### src/rtl/sc_scbc_pkg.sv
// sc_scbc_pkg
// Shared types and helpers for the SCBC start-of-frame logic.
//   sof_trk_state_t : SOF tracker state encoding (IDLE/SEEK/ACQ/LOCKED)
//   FRNUM_WRAP_MAX  : last frame number before wrap in short-wrap mode
//   frnum_next()    : successor of a frame number for the selected wrap mode
package sc_scbc_pkg;

    typedef enum logic [1:0] {
        IDLE   = 2'd0,
        SEEK   = 2'd1,
        ACQ    = 2'd2,
        LOCKED = 2'd3
    } sof_trk_state_t;

    localparam logic [15:0] FRNUM_WRAP_MAX = 16'h03F7;

    // mode=1: 0x03F7 wraps to 0; otherwise plain 16-bit increment.
    function automatic logic [15:0] frnum_next(input logic [15:0] num, input logic mode);
        if (mode && (num == FRNUM_WRAP_MAX)) begin
            return '0;
        end
        return num + 16'd1;
    endfunction

endpackage

### src/rtl/sc_scbc_sof_trk.sv
// sc_scbc_sof_trk
// Device-side Start-of-Frame tracker. Measures the spacing of received SOF
// tokens, checks timing/sequence, locks after LOCK_COUNT consecutive good
// frames and keeps a local frame number / tick running across missed SOFs.
//
// Ports
//   ULPICLK, ULPIRSTB     clock, synchronous active-low reset
//   UPS_OPERATIONAL       link up; low forces IDLE
//   SOF_VALID/SOF_NUMBER  decoded SOF strobe and its frame number
//   SF_ENABLE             tracker enable; low forces IDLE
//   SF_INTERVAL           nominal SOF period minus 1 (cycles)
//   SF_TOLERANCE          allowed deviation (cycles)
//   SF_MODE               1: frame number wraps 0x03F7->0, 0: 16-bit wrap
//   SF_STATE/SF_LOCKED    tracker state, lock flag
//   SF_NUMBER             local frame number
//   SF_TICK               pulse on every frame boundary (real or synthesized)
//   SF_MISSED             pulse on a synthesized boundary
//   SF_SEQERR             pulse, in-window SOF with unexpected number (LOCKED)
//   SF_TIMERR             pulse, SOF outside the window in ACQ/LOCKED
//   SF_MEASURED           interval count at the last in-window SOF
//   SF_MISS_CNT           saturating count of synthesized boundaries
// Optional (macro SC_SCBC_SOF_TRK_STAT_EN):
//   SF_SEQERR_CNT, SF_TIMERR_CNT  saturating error-pulse counters
module sc_scbc_sof_trk
    import sc_scbc_pkg::*;
#(
    parameter int unsigned LOCK_COUNT = 3,
    parameter int unsigned MISS_LIMIT = 3
) (
    input  logic        ULPICLK,
    input  logic        ULPIRSTB,
    input  logic        UPS_OPERATIONAL,
    input  logic        SOF_VALID,
    input  logic [15:0] SOF_NUMBER,
    input  logic        SF_ENABLE,
    input  logic [15:0] SF_INTERVAL,
    input  logic [7:0]  SF_TOLERANCE,
    input  logic        SF_MODE,
    output logic [1:0]  SF_STATE,
    output logic        SF_LOCKED,
    output logic [15:0] SF_NUMBER,
    output logic        SF_TICK,
    output logic        SF_MISSED,
    output logic        SF_SEQERR,
    output logic        SF_TIMERR,
    output logic [15:0] SF_MEASURED,
    output logic [7:0]  SF_MISS_CNT
`ifdef SC_SCBC_SOF_TRK_STAT_EN
    ,
    output logic [7:0]  SF_SEQERR_CNT,
    output logic [7:0]  SF_TIMERR_CNT
`endif
);

    localparam logic [3:0] LOCK_CNT = 4'(LOCK_COUNT);
    localparam logic [3:0] MISS_LIM = 4'(MISS_LIMIT);

    sof_trk_state_t state_q, state_d;
    logic        locked_q,   locked_d;
    logic [15:0] icnt_q,     icnt_d;
    logic [3:0]  good_q,     good_d;
    logic [3:0]  miss_run_q, miss_run_d;
    logic [15:0] number_q,   number_d;
    logic [15:0] measured_q, measured_d;
    logic [7:0]  miss_cnt_q, miss_cnt_d;
    logic        tick_q,     tick_d;
    logic        missed_q,   missed_d;
    logic        seqerr_q,   seqerr_d;
    logic        timerr_q,   timerr_d;
    logic [7:0]  seqerr_cnt_q, seqerr_cnt_d;
    logic [7:0]  timerr_cnt_q, timerr_cnt_d;

    logic        kill;
    logic [15:0] win_lo;
    logic [16:0] win_hi;
    logic        in_win;
    logic        at_thr;
    logic [15:0] nxt;
    logic        seq_ok;

    assign kill   = !SF_ENABLE || !UPS_OPERATIONAL;
    assign win_lo = (SF_INTERVAL >= {8'h00, SF_TOLERANCE}) ?
                    (SF_INTERVAL - {8'h00, SF_TOLERANCE}) : '0;
    assign win_hi = {1'b0, SF_INTERVAL} + {9'h000, SF_TOLERANCE};
    assign in_win = (icnt_q >= win_lo) && ({1'b0, icnt_q} <= win_hi);
    // ICNT saturates at 0xFFFF, so a threshold above that never fires.
    assign at_thr = ({1'b0, icnt_q} == (win_hi + 17'd1));
    assign nxt    = frnum_next(number_q, SF_MODE);
    assign seq_ok = (SOF_NUMBER == nxt);

    always_comb begin
        state_d    = state_q;
        icnt_d     = (icnt_q == 16'hFFFF) ? icnt_q : icnt_q + 16'd1;
        good_d     = good_q;
        miss_run_d = miss_run_q;
        number_d   = number_q;
        measured_d = measured_q;
        miss_cnt_d = miss_cnt_q;
        tick_d     = 1'b0;
        missed_d   = 1'b0;
        seqerr_d   = 1'b0;
        timerr_d   = 1'b0;

        if (kill) begin
            state_d    = IDLE;
            icnt_d     = '0;
            good_d     = '0;
            miss_run_d = '0;
            number_d   = '0;
            measured_d = '0;
            miss_cnt_d = '0;
        end else begin
            unique case (state_q)
                IDLE: begin
                    state_d = SEEK;
                    icnt_d  = '0;
                end
                SEEK: begin
                    if (SOF_VALID) begin
                        tick_d   = 1'b1;
                        icnt_d   = '0;
                        number_d = SOF_NUMBER;
                        good_d   = 4'd1;
                        state_d  = ACQ;
                    end
                end
                ACQ: begin
                    if (SOF_VALID) begin
                        tick_d   = 1'b1;
                        icnt_d   = '0;
                        number_d = SOF_NUMBER;
                        if (in_win) begin
                            measured_d = icnt_q;
                        end else begin
                            timerr_d = 1'b1;
                        end
                        if (in_win && seq_ok) begin
                            good_d = good_q + 4'd1;
                            if ((good_q + 4'd1) >= LOCK_CNT) begin
                                state_d    = LOCKED;
                                miss_run_d = '0;
                            end
                        end else begin
                            good_d = 4'd1;
                        end
                    end else if (at_thr) begin
                        state_d = SEEK;
                    end
                end
                LOCKED: begin
                    if (SOF_VALID) begin
                        tick_d   = 1'b1;
                        icnt_d   = '0;
                        number_d = SOF_NUMBER;
                        if (in_win) begin
                            measured_d = icnt_q;
                            miss_run_d = '0;
                            seqerr_d   = !seq_ok;
                        end else begin
                            timerr_d = 1'b1;
                            good_d   = 4'd1;
                            state_d  = ACQ;
                        end
                    end else if (at_thr) begin
                        // Synthesized boundary: restart ICNT at TOL+1 so the
                        // next nominal boundary stays at the original phase.
                        tick_d     = 1'b1;
                        missed_d   = 1'b1;
                        number_d   = nxt;
                        icnt_d     = {8'h00, SF_TOLERANCE} + 16'd1;
                        miss_run_d = miss_run_q + 4'd1;
                        if (miss_cnt_q != 8'hFF) begin
                            miss_cnt_d = miss_cnt_q + 8'd1;
                        end
                        if ((miss_run_q + 4'd1) >= MISS_LIM) begin
                            state_d = SEEK;
                        end
                    end
                end
                default: state_d = IDLE;
            endcase
        end

        locked_d = (state_d == LOCKED);

        seqerr_cnt_d = seqerr_cnt_q;
        timerr_cnt_d = timerr_cnt_q;
        if (kill) begin
            seqerr_cnt_d = '0;
            timerr_cnt_d = '0;
        end else begin
            if (seqerr_d && (seqerr_cnt_q != 8'hFF)) begin
                seqerr_cnt_d = seqerr_cnt_q + 8'd1;
            end
            if (timerr_d && (timerr_cnt_q != 8'hFF)) begin
                timerr_cnt_d = timerr_cnt_q + 8'd1;
            end
        end
    end

    always_ff @(posedge ULPICLK) begin
        if (!ULPIRSTB) begin
            state_q      <= IDLE;
            locked_q     <= 1'b0;
            icnt_q       <= '0;
            good_q       <= '0;
            miss_run_q   <= '0;
            number_q     <= '0;
            measured_q   <= '0;
            miss_cnt_q   <= '0;
            tick_q       <= 1'b0;
            missed_q     <= 1'b0;
            seqerr_q     <= 1'b0;
            timerr_q     <= 1'b0;
            seqerr_cnt_q <= '0;
            timerr_cnt_q <= '0;
        end else begin
            state_q      <= state_d;
            locked_q     <= locked_d;
            icnt_q       <= icnt_d;
            good_q       <= good_d;
            miss_run_q   <= miss_run_d;
            number_q     <= number_d;
            measured_q   <= measured_d;
            miss_cnt_q   <= miss_cnt_d;
            tick_q       <= tick_d;
            missed_q     <= missed_d;
            seqerr_q     <= seqerr_d;
            timerr_q     <= timerr_d;
            seqerr_cnt_q <= seqerr_cnt_d;
            timerr_cnt_q <= timerr_cnt_d;
        end
    end

    assign SF_STATE    = state_q;
    assign SF_LOCKED   = locked_q;
    assign SF_NUMBER   = number_q;
    assign SF_TICK     = tick_q;
    assign SF_MISSED   = missed_q;
    assign SF_SEQERR   = seqerr_q;
    assign SF_TIMERR   = timerr_q;
    assign SF_MEASURED = measured_q;
    assign SF_MISS_CNT = miss_cnt_q;

`ifdef SC_SCBC_SOF_TRK_STAT_EN
    assign SF_SEQERR_CNT = seqerr_cnt_q;
    assign SF_TIMERR_CNT = timerr_cnt_q;
`else
    // Counters are only observable with the statistics option.
    logic unused_stat;
    assign unused_stat = ^{seqerr_cnt_q, timerr_cnt_q};
`endif

endmodule

### config.mk
export PLATFORM = sky130hd
export DESIGN_NAME = sc_scbc_sof_trk
export DESIGN_NICKNAME = d
export VERILOG_FILES = /design/src/rtl/sc_scbc_pkg.sv /design/src/rtl/sc_scbc_sof_trk.sv
export SDC_FILE = /design/constraint.sdc
export NUM_CORES = 1
export LEC_CHECK = 0
export BUFFER_PORTS_ARGS = -buffer_cell sky130_fd_sc_hd__buf_2
export CORE_UTILIZATION = 45
export DETAILED_ROUTE_END_ITERATION = 10
export GPL_TIMING_DRIVEN = 0
export PLACE_DENSITY = 0.72
export SLEW_MARGIN = 5
export SYNTH_ARGS = -nofsm -noshare
export SYNTH_HDL_FRONTEND = slang
export SYNTH_SLANG_ARGS = --single-unit
### constraint.sdc
create_clock -name ULPICLK -period 5.3 [get_ports ULPICLK]
set_input_delay 1.06 -clock ULPICLK [delete_from_list [all_inputs] [get_ports ULPICLK]]
set_output_delay 1.06 -clock ULPICLK [all_outputs]
set_load 0.01 [all_outputs]
==> results.txt <==
Status: finished, final reports clean
Global-route total usage across every layer: 0.259
Worst path bufs/invs: 5
Number of distinct library cells after synthesis: 81
H-tree level count: 3
Fraction of layout instances using a drive strength above 1: 0.176
Clock network latency to the later pin of the worst-skew pair: 360 ps
Slowest cell on the critical path: a32oi_4
CTS tree: built
Top cell family by delay on the critical path: compound AO/OA/AOI/OAI gates
Global route hottest layer: met2
Critical Path Max Stage Delay: 520 ps
Area Overhead vs Synth: 18.7%
Standard cell core area: 15200 µm²
Top area cells in the synthesized netlist: dfxtp_1 20%, ha_1 11%, xnor2_1 6.1%
Share of flip-flops with an asynchronous set or reset: 0
Leading cell types in the layout, fill and taps excluded: 96 x buf_2, 78 x nand2_1, 71 x dfxtp_1
Classification of the worst-slack hold path: flip-flop to flip-flop
Final net count: 1137
Worst Hold Margin: 482 ps
Worst setup path startpoint: SF_TOLERANCE[2]
Total wire length after detailed routing: 21000 µm
Clock root buffer: clkbuf_16
Static leakage power: 3.37 nW
Die boundary height: 127 µm
Antenna Diode Count: 0
Minimum clock period after layout: 5150 ps
Pin count of the biggest net entering global routing: 15
Most instantiated flip-flop cell in the synthesis netlist: dfxtp_1
Fraction of met2 tracks used by global routing: 0.409
Sort of element at the end of the critical path: flip-flop
Final HPWL from detailed placement: 15900 µm
Remaining antenna violation count after routing: 0
Core Rows: 45
Post-CTS clock slew at the launch and capture registers of the worst setup and hold paths: 60 ps
Count of final setup violators: 0
Via density per instance: 5.99
CTS Buf Count: 9
Die extent in x: 127 µm
Routing usage on met1: 0.355
Global-route wire length before repair: 33100 µm
Starting Density: 0.460
DR WL/cell: 17.2 µm
Largest buffer count on any clock path: 2
Crit path arrival time: 5430 ps
Yosys top cell by area: dfxtp_1
Count of maximum capacitance violations: 0
Cts hold-fix bufs: 0
First-pass iteration count of the detailed router: 5
Per-instance average area after synthesis: 7.65 µm²
Worst hold start: SF_MISS_CNT[5]
Sink count of the clock tree: 71
Flops & latches, synth: 71
Fmax achieved: 194 MHz
Peak supply drop: 0.254 mV
Worst setup path category: input pin to flip-flop
Count of flip-flops with a built-in enable after synthesis: 0
Synth Instances: 915
Critical path, cell by cell: buf_2 > inv_1 > ha_1 > buf_6 > nand2b_4 > a2111o_1 > buf_4 > and3_2 > o22ai_2 > nor3_1 > or3_1 > a2111o_1 > a32oi_4 > nand2_2 > buf_6 > nor4_1 > mux2i_1
I/O pin cnt: 93
Slew of the pin with the lowest slew margin: 746 ps
Worst clock skew: 13.3 ps
Portion of synthesized cell area occupied by the leading cell type: 0.203
Number of buffers inserted by port buffering: 88
Worst EP required: 5590 ps
Worst-path maximum fanout: 10
Number of antenna violations at the first check in global routing: 0
Part of the cycle the worst path needs: 0.971
Final Hold Fails: 0
Leftover overflow at the end of global routing: 0
Launch point of the worst reg-to-reg path: SF_NUMBER[0]
Category of the worst setup path launch point: input pin
Via count of the first global-routing pass: 6512
Utilization after layout: 0.546
Placed Area: 7670 µm²
Power density over the cells: 184 nW/µm²
Syn Nets: 1025
Yosys synthesis warning count: 0
Slew Limit Fails: 0
Fraction of the yosys area taken by sequential cells: 0.203
Die Footprint: 16100 µm²
DRC violation count after routing: 0
Weighted congestion reported at the end of routability-driven placement: 0.967
Cell area after synthesis: 7000 µm²
GRT met3 Usage: 0.0477
Relative slew slack: 0.499
Most common cell after layout, fill and taps aside: buf_2
Number of DRC violations after detailed-routing iteration 0: 580
Via Count: 7308
Cell area after layout: 8310 µm²
-- report_power, final --
part           internal [mW]  switching, mW  total [mW]
Clock                  0.371          0.271       0.642
Sequential             0.535        0.00177       0.536
Combinational          0.141          0.211       0.352
Total                   1.05          0.483        1.53
-- Yosys cell counts (all sizes together) (5+ instances only) --
| cell type | count |
|---|---|
| a211oi | 12 |
| a21o | 7 |
| a21oi | 62 |
| a31oi | 11 |
| and3 | 24 |
| and4 | 9 |
| buf | 14 |
| clkbuf | 34 |
| dfxtp | 71 |
| ha | 62 |
| inv | 38 |
| mux2i | 26 |
| nand2 | 80 |
| nand2b | 11 |
| nand3 | 44 |
| nand4 | 16 |
| nor2 | 72 |
| nor2b | 10 |
| nor3 | 37 |
| nor4 | 12 |
| o211ai | 5 |
| o21ai | 52 |
| o22ai | 11 |
| o311ai | 5 |
| o31ai | 7 |
| or3 | 13 |
| or4 | 13 |
| xnor2 | 49 |
| xor2 | 33 |
-- state kept, by name, indices dropped and copies added (netlist names), 2 cells and up --
signal / cells
SF_MEASURED: 16
SF_STATE: 2
miss_run_q: 4
good_q: 4
SF_NUMBER: 16
icnt_q: 16
SF_MISS_CNT: 8
-- per-layer routing --
| metal | share of wire | up-vias |
|---|---|---|
| met5 | 0 | - |
| met4 | 0.022 | 0 |
| met3 | 0.064 | 34 |
| met2 | 0.46 | 244 |
| met1 | 0.45 | 3442 |
| li1 | - | 3588 |
-- worst register-to-register path, cell delays in order, from the launching register on --
cell and delay [ps]:
dfxtp_1 480, ha_1 400, nor4bb_1 380, and3_1 310, and2_1 150, clkbuf_1 290, nor3_1 100, nor4_1 320
nand4_1 140, or4b_1 620, nor4_4 330, a31oi_2 120, or4_1 500, a21oi_1 150
-- cells by family (layout without fill, tap and decap cells) --
kind of cell | Yosys count | in the layout | synth area share
AOI/OAI and AO/OA | 219 | 219 | 0.203
xor gates and xnor gates | 86 | 86 | 0.116
adders and majority gates | 64 | 64 | 0.117
buffers and inverters | 87 | 204 | 0.0536
DFF | 71 | 71 | 0.203
muxes | 26 | 26 | 0.0372
and+or+nand+nor | 362 | 362 | 0.271
-- stage by stage --
| step | total power, mW | setup TNS [ps] | std cells | setup slack (ps) |
|---|---|---|---|---|
| 2_1_floorplan | 0.781 | 0 | 915 | 23.9 |
| 3_3_place_gp | 0.867 | -29480 | 1191 | -1130 |
| 3_5_place_dp | 0.872 | -31310 | 1191 | -1180 |
| 4_1_cts | 1.52 | 0 | 1211 | 23.2 |
| 5_1_grt | 1.59 | -496 | 1220 | -52.9 |
| 6_report | 1.53 | 0 | 1220 | 154 |
-- worst paths after layout --
path	end	slack, ps	cells past startpoint
setup / recovery	SF_MISS_CNT[5]	150	17
hold / removal	SF_MISS_CNT[5]	480	2
setup reg to reg	miss_run_q[2]	940	13
hold reg to reg	SF_MISS_CNT[5]	480	2
-- area by class of cell --
type,instances,area [µm²]
clock inverter,7,80.1
sequential,71,1420
tap,188,235
buffer,47,240
inverter,39,146
fill,1461,6900
timing repair buffer,102,557
clock buffer,9,225
multi-input combinational,757,5400
-- repair_timing --
action | CTS | global route
gates resized for setup | 11 | 45
setup endpoints to repair | 27 | 67
pin swaps | 3 | 12
gates cloned | 0 | 1
buffers inserted | 4 | 9
No activity file was read; power rests on OpenSTA's default activity.
